`src/rtl/riscv_pipe_pkg.sv`:
```
// Shared pipeline types: decode control bundle, opcode constants and the halt FSM encoding.
package riscv_pipe_pkg;

    typedef struct packed {
        logic       ALUSrc;
        logic       MemtoReg;
        logic       RegWrite;
        logic       MemRead;
        logic       MemWrite;
        logic [1:0] ALUOp;
        logic       Branch;
        logic       Jump;
        logic       JumpReg;
        logic       Halt;
    } ctrl_t;

    localparam logic [6:0] OPC_LOAD   = 7'b0000011;
    localparam logic [6:0] OPC_STORE  = 7'b0100011;
    localparam logic [6:0] OPC_OP     = 7'b0110011;
    localparam logic [6:0] OPC_OP_IMM = 7'b0010011;
    localparam logic [6:0] OPC_BRANCH = 7'b1100011;
    localparam logic [6:0] OPC_JAL    = 7'b1101111;
    localparam logic [6:0] OPC_JALR   = 7'b1100111;
    localparam logic [6:0] OPC_LUI    = 7'b0110111;
    localparam logic [6:0] OPC_AUIPC  = 7'b0010111;
    localparam logic [6:0] OPC_SYSTEM = 7'b1110011;

    typedef enum logic [1:0] {
        RUN    = 2'd0,
        DRAIN  = 2'd1,
        HALTED = 2'd2
    } halt_state_e;

    // A HALT travels down the pipe as an inert bundle so it can neither write nor touch memory.
    function automatic ctrl_t halt_only_ctrl();
        ctrl_t c;
        c      = '0;
        c.Halt = 1'b1;
        return c;
    endfunction

endpackage

```
`src/rtl/hazard_detect.sv`:
```
// Load-use hazard detection against the instruction currently held in EX.
module hazard_detect (
    input  logic       ex_valid_i,
    input  logic       ex_mem_read_i,
    input  logic [4:0] ex_rd_i,
    input  logic       id_valid_i,
    input  logic [4:0] id_rs1_i,
    input  logic [4:0] id_rs2_i,
    input  logic       flush_i,
    input  logic       run_i,
    output logic       stall_o
);

    logic hz;

    assign hz = ex_valid_i & ex_mem_read_i & (ex_rd_i != 5'd0) & id_valid_i &
                ((ex_rd_i == id_rs1_i) | (ex_rd_i == id_rs2_i));

    // A flush kills the dependent instruction anyway, so stalling for it would only waste a cycle.
    assign stall_o = hz & ~flush_i & run_i;

endmodule

```
`src/rtl/id_ex_stage.sv`:
```
// ID/EX pipeline register with load-use bubble insertion and the halt-drain state machine.
module id_ex_stage
    import riscv_pipe_pkg::*;
#(
    parameter int DATA_W       = 32,
    parameter int PC_W         = 32,
    parameter int DRAIN_CYCLES = 3
) (
    input  logic              clk,
    input  logic              reset,
    input  logic              id_valid,
    input  ctrl_t             id_ctrl,
    input  logic [PC_W-1:0]   id_pc,
    input  logic [DATA_W-1:0] id_rd1,
    input  logic [DATA_W-1:0] id_rd2,
    input  logic [DATA_W-1:0] id_imm,
    input  logic [4:0]        id_rs1,
    input  logic [4:0]        id_rs2,
    input  logic [4:0]        id_rd,
    input  logic [2:0]        id_funct3,
    input  logic [6:0]        id_funct7,
    input  logic              flush,
    output logic              ex_valid,
    output ctrl_t             ex_ctrl,
    output logic [PC_W-1:0]   ex_pc,
    output logic [DATA_W-1:0] ex_rd1,
    output logic [DATA_W-1:0] ex_rd2,
    output logic [DATA_W-1:0] ex_imm,
    output logic [4:0]        ex_rs1,
    output logic [4:0]        ex_rs2,
    output logic [4:0]        ex_rd,
    output logic [2:0]        ex_funct3,
    output logic [6:0]        ex_funct7,
    output logic              stall,
    output logic              fetch_stop,
    output logic              halted
);

    localparam int CNT_W = (DRAIN_CYCLES > 1) ? $clog2(DRAIN_CYCLES) : 1;
    localparam logic [CNT_W-1:0] CNT_LAST = CNT_W'(DRAIN_CYCLES - 1);

    halt_state_e       state_q, state_d;
    logic [CNT_W-1:0]  count_q, count_d;

    logic              valid_q, valid_d;
    ctrl_t             ctrl_q, ctrl_d;
    logic [PC_W-1:0]   pc_q, pc_d;
    logic [DATA_W-1:0] rd1_q, rd1_d, rd2_q, rd2_d, imm_q, imm_d;
    logic [4:0]        rs1_q, rs1_d, rs2_q, rs2_d, rd_q, rd_d;
    logic [2:0]        funct3_q, funct3_d;
    logic [6:0]        funct7_q, funct7_d;

    logic              run;
    logic              capture;

    assign run     = (state_q == RUN);
    assign capture = run & ~flush & ~stall;

    hazard_detect u_hazard (
        .ex_valid_i    (valid_q),
        .ex_mem_read_i (ctrl_q.MemRead),
        .ex_rd_i       (rd_q),
        .id_valid_i    (id_valid),
        .id_rs1_i      (id_rs1),
        .id_rs2_i      (id_rs2),
        .flush_i       (flush),
        .run_i         (run),
        .stall_o       (stall)
    );

    always_comb begin
        valid_d  = 1'b0;
        ctrl_d   = '0;
        pc_d     = '0;
        rd1_d    = '0;
        rd2_d    = '0;
        imm_d    = '0;
        rs1_d    = '0;
        rs2_d    = '0;
        rd_d     = '0;
        funct3_d = '0;
        funct7_d = '0;
        if (capture) begin
            valid_d  = id_valid;
            ctrl_d   = (id_valid & id_ctrl.Halt) ? halt_only_ctrl() : id_ctrl;
            pc_d     = id_pc;
            rd1_d    = id_rd1;
            rd2_d    = id_rd2;
            imm_d    = id_imm;
            rs1_d    = id_rs1;
            rs2_d    = id_rs2;
            rd_d     = id_rd;
            funct3_d = id_funct3;
            funct7_d = id_funct7;
        end
    end

    // A flush while the HALT itself is still in EX means an older branch squashed it; later flushes are stale.
    always_comb begin
        state_d = state_q;
        count_d = count_q;
        unique case (state_q)
            RUN: begin
                if (capture & id_valid & id_ctrl.Halt) begin
                    state_d = DRAIN;
                    count_d = '0;
                end
            end
            DRAIN: begin
                count_d = count_q + CNT_W'(1);
                if (flush && (count_q == '0)) begin
                    state_d = RUN;
                    count_d = '0;
                end else if (count_q == CNT_LAST) begin
                    state_d = HALTED;
                end
            end
            HALTED: begin
                state_d = HALTED;
            end
            default: begin
                state_d = RUN;
                count_d = '0;
            end
        endcase
    end

    always_ff @(posedge clk or negedge reset) begin
        if (!reset) begin
            state_q  <= RUN;
            count_q  <= '0;
            valid_q  <= 1'b0;
            ctrl_q   <= '0;
            pc_q     <= '0;
            rd1_q    <= '0;
            rd2_q    <= '0;
            imm_q    <= '0;
            rs1_q    <= '0;
            rs2_q    <= '0;
            rd_q     <= '0;
            funct3_q <= '0;
            funct7_q <= '0;
        end else begin
            state_q  <= state_d;
            count_q  <= count_d;
            valid_q  <= valid_d;
            ctrl_q   <= ctrl_d;
            pc_q     <= pc_d;
            rd1_q    <= rd1_d;
            rd2_q    <= rd2_d;
            imm_q    <= imm_d;
            rs1_q    <= rs1_d;
            rs2_q    <= rs2_d;
            rd_q     <= rd_d;
            funct3_q <= funct3_d;
            funct7_q <= funct7_d;
        end
    end

    assign ex_valid   = valid_q;
    assign ex_ctrl    = ctrl_q;
    assign ex_pc      = pc_q;
    assign ex_rd1     = rd1_q;
    assign ex_rd2     = rd2_q;
    assign ex_imm     = imm_q;
    assign ex_rs1     = rs1_q;
    assign ex_rs2     = rs2_q;
    assign ex_rd      = rd_q;
    assign ex_funct3  = funct3_q;
    assign ex_funct7  = funct7_q;
    assign fetch_stop = (state_q != RUN);
    assign halted     = (state_q == HALTED);

endmodule

```
`config.mk`:
```
export PLATFORM = sky130hd
export DESIGN_NAME = id_ex_stage
export DESIGN_NICKNAME = d
export VERILOG_FILES = /design/src/rtl/riscv_pipe_pkg.sv /design/src/rtl/hazard_detect.sv /design/src/rtl/id_ex_stage.sv
export SDC_FILE = /design/constraint.sdc
export NUM_CORES = 1
export LEC_CHECK = 0
export BUFFER_PORTS_ARGS = -buffer_cell sky130_fd_sc_hd__buf_2
export CAP_MARGIN = 20
export CORE_AREA = 2 2 132 134
export CTS_BUF_LIST = sky130_fd_sc_hd__clkbuf_16
export DETAILED_ROUTE_END_ITERATION = 16
export DIE_AREA = 0 0 134 136
export PLACE_DENSITY_LB_ADDON = 0.25
export SYNTH_ARGS = -nofsm -noshare
export SYNTH_HDL_FRONTEND = slang
export SYNTH_SLANG_ARGS = --single-unit
```
`constraint.sdc`:
```
create_clock -name clk -period 4.2 [get_ports clk]
set_clock_uncertainty 0.15 [all_clocks]
set_input_delay 0.84 -clock clk [delete_from_list [all_inputs] [get_ports clk]]
set_output_delay 0.84 -clock clk [all_outputs]
set_load 0.02 [all_outputs]
```
# Yosys cells after proc, flatten, opt, wreduce, memory -nomap -nowiden
# Index checks and enable logic that the tools add are counted.
# Widths: inputs -> output; s select.
# classes
add_sub_neg	1
mul	0
n_div	0
n_lt_le_gt_ge	0
eq_ne	7
shift	0
n_mux	19
bitwise	15
reduce_logical	7
# op_table
operator	count
$mux 32	4
$mux 11	2
$mux 5	3
$pmux 2 s3	2
$and 1x1->1	11
$eq 5x5->1	2
$mux 2	5
$mux 7	1
$reduce_bool 5->1	1
$eq 2x2->1 const B	2
$logic_not 2->1	2
$reduce_and 2->1	2
$mux 3	1
$ne 3x3->1 const B	1
$not 1->1	3
$add 2x1->2 const B	1
$eq 2x1->1 const B	1
$ne 2x1->1 const B	1
$reduce_bool 2->1	1
$logic_and 1x1->1	1
$mux 1	1
$or 1x1->1	1
# word_totals
register_bits	169
latchBits	0
mem_bits_rw	0
rom_bits	0
input_bits	168
out_inout_bits	168
wordCells	71
n_memories	0

# Depth between registers and ports, before layout
# Gate-level depths: netlist of the first run.
# depth
ltp_word	12
depth_mapped	7
ltp_nobuf	5

# Hierarchy
# From an unflattened synthesis of the first run, not the netlist that was laid out.
# unflattened
cells_unflattened	391
area_unflattened_um2	5689.2
# modules_own_cells
module	instances	cells_per_inst	area_each_um2	seq_area_each_um2
id_ex_stage	1	373	5546.6	4229.1
hazard_detect	1	18	142.6	0.0

# Worst setup path after synthesis of the first run
# OpenSTA, ideal clock, no wires.
# synth_timing
kind	input to output
start	in id_rs2[4]
end	out stall
t_arrival_ps	1681
t_required_ps	3210
path_slack_ps	1529
path_stages	5
n_path_buf	0
path_cell_list	xnor2_1 nand3_1 o22ai_2 nand2_1 nor2_1
# synth_between
elab_chain_len	5
# synth_lines
item	line_no	source
start, declared	id_ex_stage.sv:18	input logic [4:0] id_rs2,
$eq 5x5->1	hazard_detect.sv:17	((ex_rd_i == id_rs1_i) | (ex_rd_i == id_rs2_i));
$or 1x1->1	hazard_detect.sv:17	
$and 1x1->1	hazard_detect.sv:16	assign hz = ex_valid_i & ex_mem_read_i & (ex_rd_i != 5'd0) & id_valid_i &
$and 1x1->1 (2 in a row)	hazard_detect.sv:20	assign stall_o = hz & ~flush_i & run_i;
end, declared	id_ex_stage.sv:34	output logic stall,
# No other way between the ends.

# Worst setup path in the final report of the first run
# Same ends and word-level chain as after synthesis.

==> summary.md, run 1 <==
| Metric | Value |
|---|---|
| Worst Path Arrival | `1920 ps` |
| Post-CTS Hold Fix Bufs | `0` |
| Die H | `about 140 um` |
| Overflow after GRT | `0` |
| Die area | `18200 um2` |
| Cell Area, Synth | `around 5700 um2` |
| Status | `completed` |
| CP endpoint kind | `output port` |
| TritonCTS Buffers | `17` |
| Post-cts sizing count | `0` |
| Root Driver | `clkbuf_16` |
| Util after Layout | `between 40% and 50%` |
| Post-route ant nets | `0` |
| CP Class | `in -> out` |
| Drt total wl | `approximately 15000 um` |
| Worst slew pin tran | `approximately 760 ps` |
| Flops & latches, synth | `~170` |
| Static leakage | `around 4.7 nW` |
| Post-Syn Instances | `396` |
| DR pass1 iterations | `4` |
| Flop2flop setup slack | `between 2000 and 2500 ps` |
| CORE AREA | `between 15000 and 20000 um2` |
| Final hold viol count | `0` |
| Slew Viols, Final | `0` |
| Slew Limit Headroom | `around half` |
| Largest net degree at the start of global routing | `104` |
| Fin crit period | `around 2900 ps` |
| DRT iter0 DRCs | `87` |
| GRT Overall Usage | `between 10% and 20%` |
| Fin nets | `about 900` |
| Min-delay worst type | `in -> async` |
| Netlist cell types | `27` |
| Placed instance count | `940` |
| RR Endpoint | `ex_ctrl[8]$_DFF_PN0_` |
| Vias in the first global route | `between 4000 and 5000` |
| Unrepaired setup endpoints after global routing | `false` |
| Number of post-CTS setup repair buffers | `0` |
| Clock Pin Slew Worst Setup and Hold Paths | `around 70 ps` |
| Total Power | `a little over 5 mW` |
| CTS tree | `done` |
| Vias | `4038` |
| Fin Hold WS | `between 200 and 300 ps` |
| Crit path required time | `3210 ps` |
| Final Worst Setup Slack | `1290 ps` |
| Number of I/O pins | `roughly 340` |
| Crit path launch type | `input pin` |
| Initial Util | `~34%` |
| Layout fillers | `between 1500 and 2000` |
| Post-DP Area | `~7600 um2` |
| Non-Filler Instances | `just under 1000` |
| Setup TNS | `0 ps` |
| Clock Sinks | `about 170` |
| Die Width | `~130 um` |
| Number of core rows | `48` |
| Final setup vio count | `0` |
| First-pass GRT wire length | `approximately 23000 um` |
| Dpl hpwl | `around 12000 um` |
| FF-to-FF path depth | `5` |
| Number of antenna diodes | `0` |
| DRC viols | `0` |
| Max clock buf depth | `2` |
| Worst Path Max Fanout | `3` |
| Max H-tree Level | `4` |
| Syn nets | `~570` |
| Ratio of cells with drive above 1 in the final layout | `about 50%` |
| Post-synthesis sequential area ratio | `between 70% and 80%` |
| Synth Area per Inst | `14.5 um2` |
| Fmax | `around 0.34 GHz` |
| Tcrit/Tclk final | `between 60% and 70%` |
| Worst vdd ir | `about 340 uV` |
| Clk Latency, worst-skew pair | `about 400 ps` |
| Pre-CTS setup slack | `about 1300 ps` |
| PwrDens | `633 nW/um2` |
| Port Buffer Count | `approximately 340` |
| Area grow syn2layout | `43.1%` |
| Worst R2R Start | `ex_rd[1]$_DFF_PN0_` |
| Ys Warns | `0` |
| Vias per inst | `about 4.2` |
| GPL Wtd Cong | `a little over 0.8` |
| Finished Cell Area | `8210 um2` |
| MaxCap Viol Count | `0` |
| Antenna violations before repair | `0` |
| Post-DR wirelength/cell | `~16 um` |
cell families (layout without fill, tap and decap cells):
family / Yosys count / in the layout / synth area share [%]
compound gates: 11 / 11 / 1.64
simple gates: 180 / 180 / 19.4
xor+xnor: 10 / 10 / 1.53
fa+ha+maj: 2 / 2 / 0.436
buf+inv: 24 / 375 / 3.32
flops: 169 / 169 / 73.7
worst max path at each step:
stage | slack, ps | start | cells after the start | to
floorplan | 1530 | id_rs2[4] | 5 | stall
global placement | 1290 | id_rs2[4] | 7 | stall
detailed placement | 1260 | id_rs1[4] | 7 | stall
CTS | 1260 | id_rs2[4] | 7 | stall
global route | 1150 | id_rs2[4] | 7 | stall
finish | 1290 | id_rs2[4] | 7 | stall
sequential cells by signal, indices dropped and copies added (netlist names):
signal,count
count_q,2
ex_funct7,7
ex_imm,32
ex_pc,32
ex_rs1,5
ex_valid,1
state_q,2
ex_rd2,32
ex_ctrl,11
ex_rd,5
ex_rs2,5
ex_rd1,32
ex_funct3,3
synthesized netlist by cell type:
cell type  number  area (um2)
xnor2_1        10        87.6
or2_2           1        6.26
buf_2           4        20.0
dfrtp_1       169        4230
o32a_1          1        10.0
a21o_1          1        7.51
clkbuf_1        2        7.51
o21ai_0         2        10.0
buf_4           1        7.51
and2_1        155         970
nand3_1         3        15.0
and3_1         10        62.6
buf_6          12         135
inv_1           4        15.0
a32o_1          1        10.0
a21oi_4         1        16.3
or3_4           1        11.3
nor2b_1         1        6.26
a21oi_1         2        10.0
o41ai_1         2        17.5
o22ai_2         1        12.5
nand2_1         4        15.0
nor3_1          2        10.0
ha_1            2        25.0
clkbuf_2        1        5.00
nor2_1          2        7.51
nand2b_1        1        6.26
metal layers:
| layer | up-vias | GRT usage, % | wire, um |
|---|---|---|---|
| met5 | - | 0 | 0 |
| met4 | 0 | 5.26 | 204 |
| met3 | 15 | 5.89 | 1120 |
| met2 | 182 | 30.0 | 8150 |
| met1 | 1943 | 19.0 | 5740 |
| li1 | 1898 | - | - |
critical path: stages:
cell and delay, ps:
buf_2 110, xnor2_1 140, nand3_1 110, o22ai_2 280, nand2_1 140, nor2_1 120
buf_2 180
power breakdown:
| part | total [mW] | switching (mW) | internal, mW |
|---|---|---|---|
| sequential | 2.07 | 0.112 | 1.96 |
| combinational | 1.46 | 0.929 | 0.530 |
| clock | 1.67 | 0.654 | 1.01 |
| total | 5.20 | 1.69 | 3.50 |
area by class of cell:
type                            instances  area (um2)  area share (%)
Tap cell                              225         282            3.43
Multi-Input combinational cell        203        1320            16.0
Timing Repair Buffer                  339        1730            21.0
Sequential cell                       169        4230            51.5
Clock inverter                         15         214            2.61
Inverter                                4        15.0           0.183
Clock buffer                           17         425            5.18
layout by cell type, fill, tap and decap left out, drive strengths merged:
cell type,n
or3,1
clkbuf,17
a32o,1
ha,2
nor2b,1
and2,155
o32a,1
nor2,2
nor3,2
inv,11
nand2,4
a21o,1
bufinv,4
dfrtp,169
a21oi,3
o21ai,2
clkinv,4
o41ai,2
nand3,3
or2,1
buf,339
o22ai,1
and3,10
nand2b,1
xnor2,10
(Power assumes the default switching activity.)
==> run 2: changes to the inputs <==
--- a/config.mk
+++ b/config.mk
@@ -5,12 +5,13 @@
 export SDC_FILE = /design/constraint.sdc
 export NUM_CORES = 1
 export LEC_CHECK = 0
+export ABC_AREA = 1
 export BUFFER_PORTS_ARGS = -buffer_cell sky130_fd_sc_hd__buf_2
 export CAP_MARGIN = 20
-export CORE_AREA = 2 2 132 134
+export CORE_AREA = 2 2 177 92
 export CTS_BUF_LIST = sky130_fd_sc_hd__clkbuf_16
 export DETAILED_ROUTE_END_ITERATION = 16
-export DIE_AREA = 0 0 134 136
+export DIE_AREA = 0 0 179 94
 export PLACE_DENSITY_LB_ADDON = 0.25
 export SYNTH_ARGS = -nofsm -noshare
 export SYNTH_HDL_FRONTEND = slang
==> constraint.sdc (replaced) <==
create_clock -name clk -period 2.62 [get_ports clk]
set_clock_uncertainty 0.15 [all_clocks]
set_input_delay 0.524 -clock clk [delete_from_list [all_inputs] [get_ports clk]]
set_output_delay 0.524 -clock clk [all_outputs]
set_load 0.02 [all_outputs]
==> run 2 against run 1 <==
Net effect:
- register-to-register slack worse by 1300 ps
- hold slack worse by 90 ps
- critical path depth up 1
- routed wire length about the same
- setup slack worse by 990 ps
- die area down 7.7%
- core utilization up 7.1 points
- total power up 50%
- clock power up 48%
- synthesized area up 4.8%
- final cell count up 19%
- highest routed layer unchanged
==> summary.md, run 2 <==
| Metric | Value |
|---|---|
| Unrepaired setup endpoints after global routing | `false` |
| Flops & latches, synth | `169` |
| CP endpoint kind | `output port` |
| Static leakage | `~5.5 nW` |
| Post-cts sizing count | `0` |
| Area share of the largest cell type after synthesis | `a little over two thirds` |
| CTS tree | `done` |
| Clk Latency, worst-skew pair | `around 400 ps` |
| Crit path launch type | `register` |
| Fmax | `0.430 GHz` |
| DRC viols | `0` |
| Count leader, synth | `nor2_1` |
| Commonest non-fill, non-tap cell in the layout | `buf_2` |
| Flop2flop setup slack | `approximately 700 ps` |
| Async SR Flop Fraction | `100%` |
| Vias in the first global route | `4620` |
| Ratio of cells with drive above 1 in the final layout | `40.3%` |
| Syn nets | `approximately 760` |
| Final hold viol count | `0` |
| FF-to-FF path depth | `9` |
| Root Driver | `clkbuf_16` |
| Vias | `4625` |
| Vias per inst | `about 4` |
| Ys Warns | `0` |
| Slew Viols, Final | `0` |
| Port Buffer Count | `about 340` |
| Clock Sinks | `169` |
| Cell taking the most area after synthesis | `dfrtp_1` |
| Netlist cell types | `18` |
| DRT iter0 DRCs | `roughly 180` |
| Fin nets | `around 1100` |
| CORE AREA | `roughly 15000 um2` |
| Min-delay worst type | `in -> reg` |
| Antenna violations before repair | `0` |
| Slew Limit Headroom | `between 60% and 70%` |
| Fin crit period | `2330 ps` |
| Number of antenna diodes | `0` |
| Commonest cells after routing, fill and taps aside | `334 x buf_2, 175 x nor2_1, 169 x dfrtp_1` |
| Leading post-synthesis cells by cell area | `dfrtp_1 70%, nor2_1 11%, inv_1 10%` |
| Crit path required time | `1950 ps` |
| Min-Delay Endpoint | `ex_pc[25]$_DFF_PN0_` |
| Worst Path Arrival | `between 1500 and 2000 ps` |
| DR pass1 iterations | `4` |
| Status | `completed` |
| Number of I/O pins | `~340` |
| Worst slew pin tran | `slightly below 500 ps` |
| Initial Util | `about two fifths` |
| Post-CTS Hold Fix Bufs | `1` |
| Number of post-CTS setup repair buffers | `0` |
| Drt total wl | `about 15000 um` |
| Fin Hold WS | `~160 ps` |
| Post-synthesis sequential area ratio | `between 70 and 80%` |
| Worst Path Max Fanout | `3` |
| RR Endpoint | `ex_pc[10]$_DFF_PN0_` |
| Largest net degree at the start of global routing | `68` |
| Post-DR wirelength/cell | `around 13 um` |
| Worst vdd ir | `490 uV` |
| HP Start | `id_pc[25]` |
| GRT Overall Usage | `between 10% and 20%` |
| Top FF cell, synth | `dfrtp_1` |
| TritonCTS Buffers | `17` |
| Max clock buf depth | `2` |
| Area grow syn2layout | `40.7%` |
| Most frequent cells after synthesis | `175 x nor2_1, 169 x dfrtp_1, 164 x inv_1` |
| Die H | `between 90 and 100 um` |
| Post-route ant nets | `0` |
| PwrDens | `924 nW/um2` |
| Max H-tree Level | `4` |
| First-pass GRT wire length | `roughly 23000 um` |
| EDFF count, synth | `0` |
| Number of core rows | `32` |
| Synth Area per Inst | `roughly 10 um2` |
| Layout fillers | `approximately 1400` |
| Dpl hpwl | `11400 um` |
| Setup TNS | `0 ps` |
| Tcrit/Tclk final | `just under 90%` |
| Hold Path Stages | `3` |
| Die Width | `179 um` |
| Worst R2R Start | `state_q[0]$_DFFE_PN0P_` |
| Final setup vio count | `0` |
| MaxCap Viol Count | `0` |
| Post-Syn Instances | `around 600` |
| Overflow after GRT | `0` |
| Util after Layout | `a little under three fifths` |
| Clock Pin Slew Worst Setup and Hold Paths | `~70 ps` |
| Cell Area, Synth | `about 6000 um2` |
| CP Class | `reg -> out` |
| GPL Wtd Cong | `a little over 0.8` |
| Die area | `approximately 17000 um2` |
## run 2: cell count changes in the layout (fill, tap and decap cells not counted), moves of 3 or more
cell / previous run / this run
buf_12: 1 / 4
clkinvlp_4: 0 / 3
xnor2_1: 10 / 2
inv_1: 5 / 165
and2_1: 155 / 0
nor2_1: 2 / 175
nand2_1: 4 / 44
bufinv_16: 4 / 1
inv_2: 0 / 5
and3_1: 10 / 0
## run 2: area by class of cell
type / instances / area, um2 / area share, %
Sequential cell: 169 / 4230 / 50.0
Timing Repair Buffer: 343 / 1800 / 21.2
Multi-Input combinational cell: 235 / 943 / 11.2
Inverter: 170 / 638 / 7.55
Clock buffer: 17 / 425 / 5.03
Tap cell: 204 / 255 / 3.02
Clock inverter: 15 / 166 / 1.97
## run 2: worst max path at each step
stage                            to                   start  cells after the start  slack, ps
4_1_cts                       stall      ex_rd[4]$_DFF_PN0_                      7        250
5_1_grt                       stall      ex_rd[3]$_DFF_PN0_                      7        170
6_report                      stall  state_q[0]$_DFFE_PN0P_                      8        290
3_5_place_dp   ex_rd1[17]$_DFF_PN0_               id_rs2[3]                     11        560
2_1_floorplan                 stall  state_q[0]$_DFFE_PN0P_                      7        860
3_3_place_gp                  stall               id_rs1[4]                     10        570
## run 2: cell families after synthesis
| kind of cell | synth area share, % |
|---|---|
| AND/OR/NAND/NOR | 14.8 |
| AO/OA/AOI/OAI | 0.125 |
| adder cells (fa/ha/maj) | 0.416 |
| flip-flops | 70.4 |
| buffers and inverters | 14.0 |
| XOR/XNOR | 0.292 |
## run 2: power breakdown
part           switching (mW)  internal, mW
Combinational            1.45         0.651
Sequential              0.147          3.09
Clock                    1.12          1.35
## run 2: critical path, stage by stage, from the launching register on
cell,delay [ps]
dfrtp_1,420
inv_2,80
nand2_2,80
nor2_4,140
nand4_1,100
nor2_1,120
nand2_2,100
inv_1,60
buf_2,160
## run 2: per-layer routing
metal,global-route usage (%),up-vias,routed length [um]
met2,32.9,134,8210
met4,6.44,0,276
met1,20.9,2158,5970
li1,-,2309,-
met3,3.52,24,751
met5,0,-,0
## run 2: through the flow
stage          std cells  worst slack (ps)  power (mW)  area [um2]
2_1_floorplan        594               859        4.66        6010
3_3_place_gp        1120               572        5.37        7850
3_5_place_dp        1120               556        5.42        7850
4_1_cts             1153               253        7.93        8450
5_1_grt             1153               167        8.26        8450
6_report            1153               292        7.81        8450
